`src/rtl/multicycle_controller_if.sv`:
```
// multicycle_controller_if
// Control bundle between the multicycle sequencer and the datapath.
// master: the controller (drives selects and enables).
// slave:  the datapath (drives opcode, zero flag and memory ready).
interface multicycle_controller_if;
    logic [6:0] op;
    logic       zero;
    logic       mem_ready;
    logic [1:0] ALUOp;
    logic [1:0] ALUSrcA;
    logic [1:0] ALUSrcB;
    logic [1:0] ResultSrc;
    logic [1:0] ImmSrc;
    logic       AdrSrc;
    logic       IRWrite;
    logic       PCWrite;
    logic       RegWrite;
    logic       MemWrite;
    logic       illegal_op;

    modport master (
        input  op, zero, mem_ready,
        output ALUOp, ALUSrcA, ALUSrcB, ResultSrc, ImmSrc,
               AdrSrc, IRWrite, PCWrite, RegWrite, MemWrite, illegal_op
    );

    modport slave (
        output op, zero, mem_ready,
        input  ALUOp, ALUSrcA, ALUSrcB, ResultSrc, ImmSrc,
               AdrSrc, IRWrite, PCWrite, RegWrite, MemWrite, illegal_op
    );
endinterface

```
`src/rtl/multicycle_controller.sv`:
```
// multicycle_controller
// Moore sequencer for the multicycle RISC-V core: FETCH, DECODE, then the
// execute / memory / writeback states of each instruction class. Stalls in
// FETCH, MEMREAD and MEMWRITE until mem_ready.
// Optional feature macro: MC_JAL_EN (defined = jal supported via JAL state;
// undefined = jal opcode decodes as illegal).
module multicycle_controller (
    input  logic                           clk,
    input  logic                           reset,
    multicycle_controller_if.master        ctrl
);

    localparam logic [6:0] OP_LW  = 7'b0000011;
    localparam logic [6:0] OP_SW  = 7'b0100011;
    localparam logic [6:0] OP_R   = 7'b0110011;
    localparam logic [6:0] OP_I   = 7'b0010011;
    localparam logic [6:0] OP_BEQ = 7'b1100011;
    localparam logic [6:0] OP_JAL = 7'b1101111;

    localparam logic [3:0] FETCH    = 4'd0;
    localparam logic [3:0] DECODE   = 4'd1;
    localparam logic [3:0] MEMADR   = 4'd2;
    localparam logic [3:0] MEMREAD  = 4'd3;
    localparam logic [3:0] MEMWB    = 4'd4;
    localparam logic [3:0] MEMWRITE = 4'd5;
    localparam logic [3:0] EXECR    = 4'd6;
    localparam logic [3:0] EXECI    = 4'd7;
    localparam logic [3:0] ALUWB    = 4'd8;
    localparam logic [3:0] BEQ      = 4'd9;
`ifdef MC_JAL_EN
    localparam logic [3:0] JAL      = 4'd10;
`endif

    logic [3:0] state;
    logic [3:0] next_state;
    logic       pc_update;
    logic       branch;
    logic       decode_illegal;

    // State register; synchronous reset returns to FETCH.
    // NOTE: sequential state uses non-blocking (<=) so every flop samples
    // pre-edge values; combinational blocks below use blocking (=).
    always_ff @(posedge clk) begin
        if (reset) begin
            state <= FETCH;
        end else begin
            state <= next_state;
        end
    end

    // Next-state logic, including the illegal-opcode detection in DECODE.
    // NOTE: every signal gets a default before the case so no latch is inferred.
    always_comb begin
        next_state     = FETCH;
        decode_illegal = 1'b0;
        case (state)
            FETCH:    next_state = ctrl.mem_ready ? DECODE : FETCH;
            DECODE: begin
                case (ctrl.op)
                    OP_LW, OP_SW: next_state = MEMADR;
                    OP_R:         next_state = EXECR;
                    OP_I:         next_state = EXECI;
                    OP_BEQ:       next_state = BEQ;
`ifdef MC_JAL_EN
                    OP_JAL:       next_state = JAL;
`endif
                    default: begin
                        next_state     = FETCH;
                        decode_illegal = 1'b1;
                    end
                endcase
            end
            MEMADR: begin
                if (ctrl.op == OP_LW) begin
                    next_state = MEMREAD;
                end else if (ctrl.op == OP_SW) begin
                    next_state = MEMWRITE;
                end else begin
                    next_state = FETCH;
                end
            end
            MEMREAD:  next_state = ctrl.mem_ready ? MEMWB : MEMREAD;
            MEMWB:    next_state = FETCH;
            MEMWRITE: next_state = ctrl.mem_ready ? FETCH : MEMWRITE;
            EXECR:    next_state = ALUWB;
            EXECI:    next_state = ALUWB;
            ALUWB:    next_state = FETCH;
            BEQ:      next_state = FETCH;
`ifdef MC_JAL_EN
            JAL:      next_state = ALUWB;
`endif
            default:  next_state = FETCH;
        endcase
    end

    // Moore outputs per state, mem_ready gating, and reset override.
    always_comb begin
        ctrl.ALUOp      = 2'b00;
        ctrl.ALUSrcA    = 2'b00;
        ctrl.ALUSrcB    = 2'b00;
        ctrl.ResultSrc  = 2'b00;
        ctrl.AdrSrc     = 1'b0;
        ctrl.IRWrite    = 1'b0;
        ctrl.RegWrite   = 1'b0;
        ctrl.MemWrite   = 1'b0;
        ctrl.illegal_op = 1'b0;
        pc_update       = 1'b0;
        branch          = 1'b0;
        case (state)
            FETCH: begin
                ctrl.ALUSrcB   = 2'b10;
                ctrl.ResultSrc = 2'b10;
                ctrl.IRWrite   = ctrl.mem_ready;
                pc_update      = ctrl.mem_ready;
            end
            DECODE: begin
                ctrl.ALUSrcA    = 2'b01;
                ctrl.ALUSrcB    = 2'b01;
                ctrl.illegal_op = decode_illegal;
            end
            MEMADR: begin
                ctrl.ALUSrcA = 2'b10;
                ctrl.ALUSrcB = 2'b01;
            end
            MEMREAD: begin
                ctrl.AdrSrc = 1'b1;
            end
            MEMWB: begin
                ctrl.ResultSrc = 2'b01;
                ctrl.RegWrite  = 1'b1;
            end
            MEMWRITE: begin
                ctrl.AdrSrc   = 1'b1;
                ctrl.MemWrite = ctrl.mem_ready;
            end
            EXECR: begin
                ctrl.ALUSrcA = 2'b10;
                ctrl.ALUOp   = 2'b10;
            end
            EXECI: begin
                ctrl.ALUSrcA = 2'b10;
                ctrl.ALUSrcB = 2'b01;
                ctrl.ALUOp   = 2'b10;
            end
            ALUWB: begin
                ctrl.RegWrite = 1'b1;
            end
            BEQ: begin
                ctrl.ALUSrcA = 2'b10;
                ctrl.ALUOp   = 2'b01;
                branch       = 1'b1;
            end
`ifdef MC_JAL_EN
            JAL: begin
                ctrl.ALUSrcA = 2'b01;
                ctrl.ALUSrcB = 2'b10;
                pc_update    = 1'b1;
            end
`endif
            default: ;
        endcase

        // While reset is high, all enables drop and selects show FETCH values.
        if (reset) begin
            ctrl.ALUOp      = 2'b00;
            ctrl.ALUSrcA    = 2'b00;
            ctrl.ALUSrcB    = 2'b10;
            ctrl.ResultSrc  = 2'b10;
            ctrl.AdrSrc     = 1'b0;
            ctrl.IRWrite    = 1'b0;
            ctrl.RegWrite   = 1'b0;
            ctrl.MemWrite   = 1'b0;
            ctrl.illegal_op = 1'b0;
            pc_update       = 1'b0;
            branch          = 1'b0;
        end
    end

    assign ctrl.PCWrite = pc_update | (branch & ctrl.zero);

    // Immediate format select, decoded straight from the opcode.
    always_comb begin
        ctrl.ImmSrc = 2'b00;
        if (!reset) begin
            case (ctrl.op)
                OP_SW:   ctrl.ImmSrc = 2'b01;
                OP_BEQ:  ctrl.ImmSrc = 2'b10;
`ifdef MC_JAL_EN
                OP_JAL:  ctrl.ImmSrc = 2'b11;
`endif
                default: ctrl.ImmSrc = 2'b00;
            endcase
        end
    end

endmodule

```
`src/flat_wrapper.sv`:
```
// flat-port wrapper written by rule: the top's interface ports become plain ports
module multicycle_controller_flat 
  (clk, reset, ctrl_op, ctrl_zero, ctrl_mem_ready, ctrl_ALUOp, ctrl_ALUSrcA, ctrl_ALUSrcB, ctrl_ResultSrc, ctrl_ImmSrc, ctrl_AdrSrc, ctrl_IRWrite, ctrl_PCWrite, ctrl_RegWrite, ctrl_MemWrite, ctrl_illegal_op);
  multicycle_controller_if ctrl_i ();
  input  logic clk;
  input  logic reset;
  input wire logic [$bits(ctrl_i.op)-1:0] ctrl_op;
  input wire logic [$bits(ctrl_i.zero)-1:0] ctrl_zero;
  input wire logic [$bits(ctrl_i.mem_ready)-1:0] ctrl_mem_ready;
  output wire logic [$bits(ctrl_i.ALUOp)-1:0] ctrl_ALUOp;
  output wire logic [$bits(ctrl_i.ALUSrcA)-1:0] ctrl_ALUSrcA;
  output wire logic [$bits(ctrl_i.ALUSrcB)-1:0] ctrl_ALUSrcB;
  output wire logic [$bits(ctrl_i.ResultSrc)-1:0] ctrl_ResultSrc;
  output wire logic [$bits(ctrl_i.ImmSrc)-1:0] ctrl_ImmSrc;
  output wire logic [$bits(ctrl_i.AdrSrc)-1:0] ctrl_AdrSrc;
  output wire logic [$bits(ctrl_i.IRWrite)-1:0] ctrl_IRWrite;
  output wire logic [$bits(ctrl_i.PCWrite)-1:0] ctrl_PCWrite;
  output wire logic [$bits(ctrl_i.RegWrite)-1:0] ctrl_RegWrite;
  output wire logic [$bits(ctrl_i.MemWrite)-1:0] ctrl_MemWrite;
  output wire logic [$bits(ctrl_i.illegal_op)-1:0] ctrl_illegal_op;
  assign ctrl_i.op = ctrl_op;
  assign ctrl_i.zero = ctrl_zero;
  assign ctrl_i.mem_ready = ctrl_mem_ready;
  assign ctrl_ALUOp = ctrl_i.ALUOp;
  assign ctrl_ALUSrcA = ctrl_i.ALUSrcA;
  assign ctrl_ALUSrcB = ctrl_i.ALUSrcB;
  assign ctrl_ResultSrc = ctrl_i.ResultSrc;
  assign ctrl_ImmSrc = ctrl_i.ImmSrc;
  assign ctrl_AdrSrc = ctrl_i.AdrSrc;
  assign ctrl_IRWrite = ctrl_i.IRWrite;
  assign ctrl_PCWrite = ctrl_i.PCWrite;
  assign ctrl_RegWrite = ctrl_i.RegWrite;
  assign ctrl_MemWrite = ctrl_i.MemWrite;
  assign ctrl_illegal_op = ctrl_i.illegal_op;
  multicycle_controller u_core (.clk(clk), .reset(reset), .ctrl(ctrl_i));
endmodule
```
`config.mk`:
```
export PLATFORM = sky130hd
export DESIGN_NAME = multicycle_controller_flat
export DESIGN_NICKNAME = d
export VERILOG_FILES = /design/src/rtl/multicycle_controller_if.sv /design/src/rtl/multicycle_controller.sv /design/src/flat_wrapper.sv
export SDC_FILE = /design/constraint.sdc
export NUM_CORES = 1
export LEC_CHECK = 0
export BUFFER_PORTS_ARGS = -buffer_cell sky130_fd_sc_hd__buf_2
export CAP_MARGIN = 20
export CORE_MARGIN = 5
export CORE_UTILIZATION = 39
export DETAILED_ROUTE_END_ITERATION = 7
export GPL_TIMING_DRIVEN = 0
export MAX_ROUTING_LAYER = met4
export PLACE_DENSITY = 0.78
export SYNTH_ARGS = -nofsm -noshare
export SYNTH_HDL_FRONTEND = slang
export SYNTH_SLANG_ARGS = --single-unit
```
`constraint.sdc`:
```
create_clock -name clk -period 1.5 [get_ports clk]
set_input_delay 0.45 -clock clk [delete_from_list [all_inputs] [get_ports clk]]
set_output_delay 0.45 -clock clk [all_outputs]
set_load 0.05 [all_outputs]
```
==> metrics, run 1 <==
Root Buffer=clkbuf_4; Stop Error=[ERROR DPL-0038] Utilization greater than 100%, impossible to legalize; chip height=47.53 um; IO buf count=26; Post-DP Area=960.9 um^2; placer congestion estimate=0.7576; ys flop type=dfxtp_1; largest family of logic cells by synthesized area=simple AND/OR/NAND/NOR gates; setup bufs post-CTS=17; synthesized area=549.3 um^2; # hold bufs at CTS=0; chip width=47.53 um; Synth Net Count=85; mux cell area share after synthesis=0; Ports=27; clock sinks=4; Exit stage=clock tree synthesis; synthesized area per cell=7.423 um^2; CTS max path bufs=2; yosys warns=0; HPWL after DPL=1320 um; CTS resizes=60; Initial Utilization=0.4169; #FFs+latches synth=4; post-synthesis simple-gate area fraction=0.5262; Num CTS Buffers=3; Post-Synth Adder-Cell Area=0; H-tree levels=1; XOR/XNOR Fraction of Synth Area=0.03189; sequential fraction of the synthesis area=0.1458; Distinct cells, synth=35; Cells after Synth=74; ys async rst share=0; placement row count=13; Post-synth EDFFs=0; status=did not finish; Synth Area in Compound Gates=0.1936
[logic make-up after synthesis]
| logic type | count (synthesis) |
|---|---|
| flip-flops | 4 |
| AND/OR/NAND/NOR | 43 |
| AO/OA/AOI/OAI | 17 |
| buffers and inverters | 8 |
| XOR/XNOR | 2 |
[stage by stage]
step	worst slack, ns	TNS (ns)	utilization	hold WS, ns	std cells
floorplan	-0.3345	-2.521	-	0.5394	74
global placement	-0.4097	-4.943	0.7293	0.5783	115
detailed placement	-0.4261	-5.134	0.7293	0.5916	115
[cell usage after synthesis (all sizes together) (3+ instances only)]
| library cell | number | area (um^2) |
|---|---|---|
| dfxtp | 4 | 80.08 |
| nand2b | 4 | 25.02 |
| and3 | 3 | 18.77 |
| a21oi | 4 | 20.02 |
| nor4b | 4 | 35.03 |
| buf | 4 | 41.29 |
| nor3 | 7 | 35.03 |
| nand2 | 3 | 11.26 |
| nor2b | 4 | 25.02 |
| o21ai | 6 | 30.03 |
| clkbuf | 4 | 15.01 |
| nor2 | 6 | 22.52 |
==> run 2: changes to the inputs <==
Settings changed: CORE_AREA set to 5 5 66 68, CORE_MARGIN 5 to unset, CORE_UTILIZATION 39 to unset, DIE_AREA set to 0 0 71 73, MAX_ROUTING_LAYER met4 to unset, PLACE_DENSITY 0.78 to unset, PLACE_DENSITY_LB_ADDON set to 0.15.
Clock period 1.5 ns to 1.95 ns, I/O delays scaled along.
==> run 2 against run 1 <==
Against the previous run: the flow now finishes, with violations (setup timing); synthesized cell count unchanged; area after synthesis unchanged.
==> metrics, run 2 <==
status=finished, violations left; Antenna Violating Nets Remaining=0; Routed WL=2267 um; Worst-Skew Late Latency=0.22 ns; Max-Slew Margin vs Limit=0.8181; Regs by FF count=u_core.state (4); Initial Utilization=0.1446; Synth top area share=0.1458; Critical Path Most Common Cell=buf_6; Worst setup startpoint=ctrl_op[3]; Via Count=780; Distinct cells, synth=35; CP endpoint kind=output pin; Worst R2R Path Depth=6; period utilization=1.066; top post-synthesis cells by area=dfxtp_1 (15%), nor3_1 (6.4%), nor4b_1 (6.4%); Post-synth EDFFs=0; initial antenna violation count=0; family with the most delay on the worst path=simple AND/OR/NAND/NOR gates; critical path type=in2out; IO buf count=26; Slew Viols, Final=0; P_leak=0.5460 nW; Core Region=3799 um^2; CP peak stage delay=0.27 ns; TritonCTS clock tree=done; Fill cells=413; Total GRT Usage=0.08825; Root Buffer=clkbuf_8; max reg flops=4; r2r endpoint=u_core.state[0]$_SDFF_PP0_; Critical Path Sink=ctrl_ImmSrc[0]; # nets final=135; DR WL/cell=13.18 um; FF-to-FF Start=u_core.state[1]$_SDFF_PP0_; Cells after Synth=74; HPWL after DPL=1496 um; largest net degree at the start of global routing=11; yosys warns=0; Worst Hold Class=reg2reg; #FFs+latches synth=4; synthesized area=549.3 um^2; Worst EP arrival=1.49 ns; hold_sp=u_core.state[3]$_SDFF_PP0_; H-tree levels=1; via/cell ratio=4.535; DRC=0; min setup slack post-route=-0.1281 ns; placer congestion estimate=0.7430; FF-to-FF setup slack=0.55 ns; setup TNS=-0.4857 ns; clock skew=0.004380 ns; top cells by count, synth=nor3_1 (7), nor2_1 (6); chip height=73 um; largest reg by FF count=u_core.state; failing checks=setup timing; max_cap viols=0; ys flop type=dfxtp_1; crit start category=input port; Crit-path slowest cell=or2_4; ys async rst share=0; synthesized area per cell=7.423 um^2; Finished Layout Cells=172; ant diodes=0; Syn-to-layout area delta=151.3%; Slew @ Worst Pin=0.2707 ns; Hold Vio Cnt, Final=0; unrepaired setup endpoints after global routing=yes; share of post-route cells with drive strength above 1=0.7049; placed insts=150; GRT Residual Overflow=0; maximum vdd ir drop=125.6 uV; Post-DP Area=889.6 um^2; Die Footprint=5183 um^2; Num CTS Buffers=3; CTS max path bufs=2; # hold bufs at CTS=0; critical path, cell by cell=buf_6 > nand4bb_4 > or2_4 > nor3_4 > buf_6; vias in the first global route=714; Levels on crit path=5; chip width=71 um; Max FO, Critical Path=4; sequential fraction of the synthesis area=0.1458; post-route cell area=1380 um^2; Synth Net Count=85; Ports=27; initial drt markers=21; Setup violations, final=10; Final min period=2.078 ns; required time of the critical path=1.36 ns; achievable frequency=481.2 MHz; iteration count of the initial detailed-routing pass=4; commonest non-fill, non-tap cell in the layout=buf_6; Worst-path clk slew=0.04 ns; count leader, synth=nor3_1; most frequent cells in the layout=buf_6 (16), buf_4 (15), buf_2 (8), buf_8 (8); first-pass GRT wire length=3581 um; CP bufs+invs=2; Pwr per Cell Area=315.6 nW/um^2; dominant cell type by area after synthesis=dfxtp_1; clock sinks=4; placement row count=23
run 2: cell counts after synthesis:
Identical to the previous run, type by type.
run 2: how the worst min path moves through the flow:
stage,endpoint,slack [ns],depth (start not counted)
2_1_floorplan,u_core.state[0]$_SDFF_PP0_,0.55,3
3_3_place_gp,u_core.state[0]$_SDFF_PP0_,0.61,3
3_5_place_dp,u_core.state[0]$_SDFF_PP0_,0.60,3
4_1_cts,u_core.state[0]$_SDFF_PP0_,0.59,3
5_1_grt,u_core.state[0]$_SDFF_PP0_,0.69,3
6_report,u_core.state[0]$_SDFF_PP0_,0.62,3
run 2: metrics by stage:
stage	power (mW)	hold WS [ns]	util	worst slack, ns
floorplan	0.1668	0.5466	-	-0.1545
global placement	0.2003	0.6078	0.2342	-0.3218
detailed placement	0.2007	0.6000	0.2342	-0.3491
CTS	0.4197	0.5935	0.3271	-0.1503
global route	0.4610	0.6924	0.3633	-0.1652
finish	0.4355	0.6209	0.3633	-0.1281
run 2: metal layers:
layer | part of all wire | GRT usage
met1 | 0.37 | 0.09630
met2 | 0.57 | 0.1535
met3 | 0.047 | 0.02893
met4 | 0.019 | 0.04384
met5 | 0 | 0
run 2: cells by family (layout without fill, tap and decap cells):
logic type                count (synthesis)  in the layout  share of synthesized area
AOI/OAI and AO/OA                        17             17                     0.1937
xor gates and xnor gates                  2              2                    0.03190
and+or+nand+nor                          43             43                     0.5262
DFF                                       4              4                     0.1458
buffers and inverters                     8             56                     0.1025
run 2: final cells by class:
class	count	area, um^2	share of cell area
Clock buffer	3	41.29	0.02992
Multi-Input combinational cell	62	609.3	0.4415
Tap cell	50	62.56	0.04533
Sequential cell	4	86.33	0.06256
Timing Repair Buffer	46	460.4	0.3336
Buffer	7	120.1	0.08704
run 2: worst register-to-register path, stage by stage, from the launching register on:
cell,delay (ns)
dfxtp_2,0.31
buf_6,0.11
dlymetal6s2s_1,0.18
or3b_1,0.36
a21oi_1,0.14
o21ai_0,0.09
a21boi_1,0.13
run 2: repair_timing:
action,in CTS,in global routing
setup buffers,11,9
cloned,0,0
gates resized for setup,56,18
setup endpoints to repair,16,16
hold endpoints to repair,0,0
pin swaps,8,7
run 2: power by group:
| part | leakage (nW) | internal, mW | switching (mW) |
|---|---|---|---|
| clock | 0.0216 | 0.132 | 0.0508 |
| combinational | 0.490 | 0.0826 | 0.0840 |
| sequential | 0.0341 | 0.0833 | 0.00251 |
| total | 0.546 | 0.298 | 0.137 |
(Power assumes the default switching activity.)
